==> config.mk <==
export PLATFORM = sky130hd
export DESIGN_NAME = uart_tx_arbiter
export DESIGN_NICKNAME = d
export VERILOG_FILES = /design/src/rtl/uart_tx_arbiter.sv
export SDC_FILE = /design/constraint.sdc
export NUM_CORES = 1
export LEC_CHECK = 0
export ABC_AREA = 1
export BUFFER_PORTS_ARGS = -buffer_cell sky130_fd_sc_hd__buf_2
export CORE_UTILIZATION = 53
export CTS_CLUSTER_DIAMETER = 120
export DETAILED_ROUTE_END_ITERATION = 7
export PLACE_DENSITY = 0.85
export SETUP_SLACK_MARGIN = 0.05
export SYNTH_ARGS = -nofsm -noshare
export SYNTH_HDL_FRONTEND = slang
export SYNTH_SLANG_ARGS = --single-unit
==> constraint.sdc <==
create_clock -name clk -period 2.7 [get_ports clk]
set_input_delay 0.54 -clock clk [delete_from_list [all_inputs] [get_ports clk]]
set_output_delay 0.54 -clock clk [all_outputs]
set_load 0.01 [all_outputs]
==> src/rtl/uart_tx_arbiter.sv <==
// Round-robin arbiter that shares one UART transmitter among N_REQ byte producers.
// It latches the winner's byte and baud select, then sequences the transmitter's start/active/done handshake.
`timescale 1ns/1ps
module uart_tx_arbiter #(
  parameter int N_REQ       = 4,
  parameter int ACK_TIMEOUT = 15
) (
  input  logic                 clk,
  input  logic                 rst_n,
  input  logic [N_REQ-1:0]     req,
  input  logic [8*N_REQ-1:0]   req_data,
  input  logic [3*N_REQ-1:0]   req_baud,
  output logic [N_REQ-1:0]     grant,
  output logic [N_REQ-1:0]     done,
  output logic [N_REQ-1:0]     err,
  output logic                 busy,
  output logic                 tx_start,
  output logic [7:0]           tx_byte,
  output logic [2:0]           tx_baud_sel,
  input  logic                 tx_active,
  input  logic                 tx_done
);

  localparam int PW = (N_REQ < 2) ? 1 : $clog2(N_REQ);
  localparam int CW = (ACK_TIMEOUT < 1) ? 1 : $clog2(ACK_TIMEOUT + 1);

  typedef enum logic [2:0] {IDLE, LAUNCH, WAIT_ACT, WAIT_DONE, HOLDOFF} state_t;

  state_t            state, state_next;
  logic [PW-1:0]     rr_ptr, rr_ptr_next, win;
  logic              win_valid;
  logic [CW-1:0]     count, count_next;
  logic [N_REQ-1:0]  grant_next, done_next, err_next;
  logic              busy_next, tx_start_next;
  logic [7:0]        tx_byte_next;
  logic [2:0]        tx_baud_next;

  // Scan from farthest to nearest so the requester closest after rr_ptr is the last (winning) assignment.
  always_comb begin
    win       = rr_ptr;
    win_valid = 1'b0;
    for (int k = N_REQ; k >= 1; k--) begin
      if (req[(int'(rr_ptr) + k) % N_REQ]) begin
        win       = PW'((int'(rr_ptr) + k) % N_REQ);
        win_valid = 1'b1;
      end
    end
  end

  always_comb begin
    state_next    = state;
    rr_ptr_next   = rr_ptr;
    count_next    = count;
    grant_next    = grant;
    done_next     = '0;
    err_next      = '0;
    tx_start_next = 1'b0;
    tx_byte_next  = tx_byte;
    tx_baud_next  = tx_baud_sel;
    case (state)
      IDLE: begin
        if (win_valid && !tx_active && !tx_done) begin
          grant_next      = '0;
          grant_next[win] = 1'b1;
          tx_byte_next    = req_data[int'(win)*8 +: 8];
          tx_baud_next    = req_baud[int'(win)*3 +: 3];
          tx_start_next   = 1'b1;
          rr_ptr_next     = win;
          state_next      = LAUNCH;
        end
      end
      LAUNCH: begin
        count_next = '0;
        state_next = WAIT_ACT;
      end
      WAIT_ACT: begin
        // tx_done here is unexpected and deliberately ignored; only tx_active counts as an ack.
        if (tx_active) begin
          state_next = WAIT_DONE;
        end else if (count == CW'(ACK_TIMEOUT)) begin
          err_next   = grant;
          grant_next = '0;
          state_next = HOLDOFF;
        end else begin
          count_next = count + CW'(1);
        end
      end
      WAIT_DONE: begin
        if (tx_done) begin
          done_next  = grant;
          grant_next = '0;
          state_next = HOLDOFF;
        end
      end
      HOLDOFF: begin
        if (!tx_done && !tx_active) state_next = IDLE;
      end
      default: state_next = IDLE;
    endcase
    busy_next = (state_next != IDLE);
  end

  always_ff @(posedge clk or negedge rst_n) begin
    if (!rst_n) begin
      state       <= IDLE;
      rr_ptr      <= PW'(N_REQ - 1);
      count       <= '0;
      grant       <= '0;
      done        <= '0;
      err         <= '0;
      busy        <= 1'b0;
      tx_start    <= 1'b0;
      tx_byte     <= '0;
      tx_baud_sel <= '0;
    end else begin
      state       <= state_next;
      rr_ptr      <= rr_ptr_next;
      count       <= count_next;
      grant       <= grant_next;
      done        <= done_next;
      err         <= err_next;
      busy        <= busy_next;
      tx_start    <= tx_start_next;
      tx_byte     <= tx_byte_next;
      tx_baud_sel <= tx_baud_next;
    end
  end

endmodule

======== After elaboration in Yosys (flattened, before gate mapping) ========
Cells that the tools add are included.
cells by class
  eq/ne operators ......................... 10
  shift-type cells ........................ 2
  reductions and logical operators ........ 17
  $lt $le $gt $ge ......................... 6
  multiply operators ...................... 1
  bitwise operators ....................... 4
  multiplexer cells ....................... 43
  add/subtract/negate cells ............... 5
operator list
  operator             count
  $mux 4               11
  $shiftx 32x6->8      1
  $lt 3x4->1 const B   4
  $mux 1               15
  $mux 3               5
  $pmux 3 s5           1
  $pmux 4 s3           1
  $shiftx 12x5->3      1
  $ne 2x2->1 const B   5
  $bmux 1 s2           4
  $mux 2               4
  $pmux 4 s2           1
  $reduce_or 2->1      4
  $eq 3x2->1 const B   2
  $reduce_bool 3->1    2
  $reduce_and 5->1     1
  $add 2x1->2 const B  2
  $add 2x2->2 const B  2
  $add 4x1->4 const B  1
  $and 1x1->1 const A  4
  $eq 4x4->1 const B   1
  $logic_and 1x1->1    4
  $mul 2x2->4 const B  1
  $eq 3x1->1 const B   1
  other kinds (9)      10
storage, ports and cells
  logic and storage cells ................. 98
  register bits after elaboration ......... 34

======== Logic depth before layout (Yosys ltp) ========
  depth after elaboration ................. 16
  gate-level depth with buffers ........... 17
  mapped depth without buffers ............ 15

======== Least setup slack after synthesis ========
Ideal clock, no wire load.
  path type ............................... reg-to-reg
  start ................................... register rr_ptr[0]
  end ..................................... register tx_byte[4]
  cell stages (with the launch flop) ...... 16
  period minus slack after synthesis ...... 1.740 ns
  setup slack ............................. 0.960 ns
  arrival time ............................ 1.624 ns
  path through ............................ dfstp_2 > buf_6 > inv_8 > nand2_2 > nand2_2 > nand2_2 > nand2_2 > a31oi_1 > nand2_1 > nand2_2 > inv_1 > buf_6 > nand2_1 > nand2_1 > nand2_1 > nand2_1
on the way
  word-level cells in the longest chain between the ends .. 11
ends and longest elaborated chain
  item                                                                  line  source
  from (decl)                                                           30    logic [PW-1:0] rr_ptr, rr_ptr_next, win;
  from (signal assigned)                                                106   rr_ptr <= PW'(N_REQ - 1);
  from (signal assigned)                                                117   rr_ptr <= rr_ptr_next;
  parallel branches: the longest is 11 deep, another holds $add 2x1->2  -
  to (signal assigned)                                                  124   tx_byte <= tx_byte_next;
  to (decl)                                                             18    output logic [7:0] tx_byte,
Several ways; the timed one is not identified. The select of a mux whose other input is x is not followed.
A chain may end at the register's enable or synchronous reset.

======== Final worst setup path ========
  start ................................... register rr_ptr[0]
  end ..................................... register tx_baud_sel[2]
on the way
  word-level cells in the longest chain between the ends .. 11
ends and longest elaborated chain
  item                                                                  line  source
  parallel branches: the longest is 11 deep, another holds $mul 2x2->4  -
  to (signal assigned)                                                  125   tx_baud_sel <= tx_baud_next;
  to (decl)                                                             19    output logic [2:0] tx_baud_sel,
Several ways; the timed one is not identified. The select of a mux whose other input is x is not followed.

==> reports/summary.md <==
The run finished with clean final reports. At the worst endpoint, the arrival time is 2.38 ns. Summing over every cut layer, the via total after detailed routing is 2185. The number of I/O port buffers came out at 76. The relative area change from synthesis to final layout is 21.5%. The tools report the final net count as 426. Yosys attributes the largest share of cell area to sky130_fd_sc_hd__dfrtp_1 39%, sky130_fd_sc_hd__nand2_1 25%, sky130_fd_sc_hd__nand3_1 8.0%. Of all nets on the critical path, the largest fanout is 15.

In this run the number of H-tree levels came out at 2. The worst register-to-register path ends at tx_baud_sel[2]. The logs give 353 for the net count after synthesis and 0 for the count of maximum capacitance violations.

The final weighted congestion in routability-driven placement was 0.895. The worst setup path is launched from a flop. Counting distinct cell types in the post-synthesis netlist gives 26. The worst setup path is of the flop to flop kind. After clock tree synthesis, the clock-pin slew on the worst setup and hold paths is 0.06 ns. The number of filler cells placed in the layout came out at 341.

The number of vias per cell after detailed routing is 5.20, and the final routed wire length divided by cell count is 11.6 um. For the max-slew violation count, the log shows 0. The run gives 0 as the total of cells resized after clock tree synthesis. Once routing completed, OpenROAD measured the worst setup slack at 0.480 ns. Post-place setup slack: 0.518 ns. In this run the worst setup path begins at rr_ptr[0].

The cell count after synthesis came out at 300. The count of clock tree sinks came out at 34. For the number of endpoints failing setup at the final stage, the log shows 0. The number of buffers inserted during clock tree synthesis came out at 5.

The first routing iteration left 110 violations. TritonCTS built the clock tree. In the final layout, flip-flops and latches occupy 853 um2. For the wire length of the first global-routing pass, the log shows 8.58 mm.

For the pin with the worst max-slew slack, the measured transition is 0.724 ns. The logs give 0.559 for the starting density of the core and 0 for the warning count from the yosys run. The cell area that synthesis handed to floorplanning was 2060 um2. The flip-flop and latch count after synthesis works out to 34. Largest area contributor in the synthesized netlist: sky130_fd_sc_hd__dfrtp_1.

The finished cells cover 2510 um2. On the final layout, the worst hold slack is 0.317 ns. STA classifies the critical path endpoint as a flop. The final HPWL from detailed placement was 3.77 mm; the remaining antenna violation count after routing was 0.

The logs give 2076 for the number of global-route vias before repair and 2 for the maximum buffer depth of the clock tree. The clock tree skew after final layout is 0.00412 ns, and the sequential fraction of the synthesis area is 0.414. The tools report the routed wire length as 4.89 mm. The initialized floorplan defines 22 standard-cell rows.

The first detailed-routing pass took 7 iterations. For the final routed database, the setup TNS stands at 0 ns. The die covers 4140 um2.

The multi-input logic area is 1010 um2. The leakage component of the power came out at 1.51 nW. The logs give 0.48 ns for the worst reg-to-reg setup slack and 77 for the boundary pin count. The tools report the timing-limited maximum frequency as 451 MHz.

Number of hold-slack violations in the final timing report: 0. The tree is rooted in a sky130_fd_sc_hd__clkbuf_8. The relative max-transition margin came out at 0.517.

The final critical-path share of the clock period was 0.822. The region available for standard cell placement spans 3690 um2. Leaving out fill and tap cells, the most frequent cell in the layout is sky130_fd_sc_hd__nand2_1. The post-route minimum period is 2.22 ns, and the final routed DRC violation total is 0. The tools report the startpoint of the worst register-to-register path as rr_ptr[0].

After detailed placement, the total cell area comes to 2420 um2. The combined global-route utilization of all metal layers was 0.263. The die is 64.4 um tall. Setup repair after global routing left no endpoint under its margin. The latest clock arrival within the worst-skew pair is 0.28 ns. In the layout the commonest cells are 138 x sky130_fd_sc_hd__nand2_1, 76 x sky130_fd_sc_hd__buf_2, 33 x sky130_fd_sc_hd__nand3_1. The number of diodes added for antenna fixing was 0.

The total power divided by cell area came out at 1180 nW/um2. Data on the critical path is required at its endpoint by 2.86 ns. For this design, the CTS-stage hold fixing added 0 buffers.

The per-instance average area after synthesis was 6.87 um2; the share of Yosys cell area claimed by the top area cell type was 0.388. The number of setup buffers added after CTS is 0, and the largest net degree at the start of global routing is 35. The depth of the most critical reg-to-reg path is 13. The chip width works out to 64.4 um. The initial antenna violation count came out at 0. The critical path ends at tx_baud_sel[2]. Worst min-delay path category: input pin to asynchronous set/reset pin. The overflow left after global routing was 0. The maximum VDD drop is 0.000673 V, and the share of layout cells above drive strength 1 is 0.277.
[power breakdown]
part           internal [mW]  switching, mW  total [mW]
Combinational          0.572           1.21        1.78
Sequential             0.682          0.131       0.813
Clock                  0.196          0.163       0.360
[how the worst min path moves through the flow]
stage	end	cells past startpoint	from
detailed placement	tx_byte[5]	2	tx_byte[5]
CTS	done[1]	1	rst_n
global route	done[1]	1	rst_n
finish	done[1]	1	rst_n
floorplan	busy	0	rst_n
global placement	tx_byte[0]	2	tx_byte[0]
[cell families (layout without fill, tap and decap cells)]
group | after synthesis | in the layout | share of synthesized area
flip-flops | 34 | 34 | 0.414
AO/OA/AOI/OAI | 17 | 17 | 0.0473
buffers and inverters | 40 | 112 | 0.0983
adder cells (fa/ha/maj) | 1 | 1 | 0.00607
AND/OR/NAND/NOR | 208 | 208 | 0.434
[synthesized netlist by cell type]
library cell / count
sky130_fd_sc_hd__o21ai_0: 9
sky130_fd_sc_hd__a21oi_1: 4
sky130_fd_sc_hd__inv_1: 26
sky130_fd_sc_hd__nand2_4: 2
sky130_fd_sc_hd__buf_4: 2
sky130_fd_sc_hd__clkinv_1: 1
sky130_fd_sc_hd__inv_8: 1
sky130_fd_sc_hd__nor3_1: 7
sky130_fd_sc_hd__nand2_1: 138
sky130_fd_sc_hd__ha_1: 1
sky130_fd_sc_hd__a211oi_1: 1
sky130_fd_sc_hd__nor2_1: 13
sky130_fd_sc_hd__buf_6: 4
sky130_fd_sc_hd__o2111ai_1: 1
sky130_fd_sc_hd__nand3_4: 1
sky130_fd_sc_hd__clkbuf_4: 1
sky130_fd_sc_hd__a32o_1: 1
sky130_fd_sc_hd__a31oi_1: 1
sky130_fd_sc_hd__inv_2: 1
sky130_fd_sc_hd__nand3_1: 33
sky130_fd_sc_hd__nand2_2: 13
sky130_fd_sc_hd__dfrtp_1: 32
sky130_fd_sc_hd__buf_2: 3
sky130_fd_sc_hd__clkbuf_1: 1
sky130_fd_sc_hd__dfstp_2: 2
sky130_fd_sc_hd__nor3b_1: 1
[area by class of cell]
type | instances | area share
multi-input combinational | 226 | 0.401
sequential | 34 | 0.340
timing repair buffer | 77 | 0.155
inverter | 29 | 0.0464
tap | 48 | 0.0240
clock buffer | 6 | 0.0330
[worst max-delay path, cell delays in order, from the launching register on]
cell and delay (ns):
sky130_fd_sc_hd__dfstp_2 0.68, sky130_fd_sc_hd__inv_8 0.07, sky130_fd_sc_hd__nand2_2 0.07, sky130_fd_sc_hd__nand2_2 0.07, sky130_fd_sc_hd__nand2_2 0.10, sky130_fd_sc_hd__nand2_2 0.07, sky130_fd_sc_hd__a31oi_1 0.14, sky130_fd_sc_hd__nand2_1 0.08
sky130_fd_sc_hd__nand2_2 0.24, sky130_fd_sc_hd__inv_1 0.27, sky130_fd_sc_hd__nand2_1 0.13, sky130_fd_sc_hd__nand2_1 0.06, sky130_fd_sc_hd__nand2_1 0.06, sky130_fd_sc_hd__nand2_1 0.07
[per-stage QoR]
| stage | utilization | power, mW | cells |
|---|---|---|---|
| after floorplan | - | 2.30 | 300 |
| after global placement | 0.657 | 2.55 | 414 |
| after detailed placement | 0.657 | 2.58 | 414 |
| after CTS | 0.679 | 2.95 | 420 |
| after global routing | 0.679 | 3.26 | 420 |
| final | 0.679 | 2.95 | 420 |
[routing by layer]
| metal | track usage | part of all wire |
|---|---|---|
| met1 | 0.320 | 0.42 |
| met2 | 0.461 | 0.49 |
| met3 | 0.0571 | 0.074 |
| met4 | 0.0833 | 0.014 |
| met5 | 0 | 0 |
[sequential cells by signal, summed over array words and instances, names as in the netlist]
name	count
tx_byte	8
count	4
done	4
err	4
grant	4
state	3
tx_baud_sel	3
rr_ptr	2
busy	1
tx_start	1
Note: power is estimated with default switching activity, not from simulation.
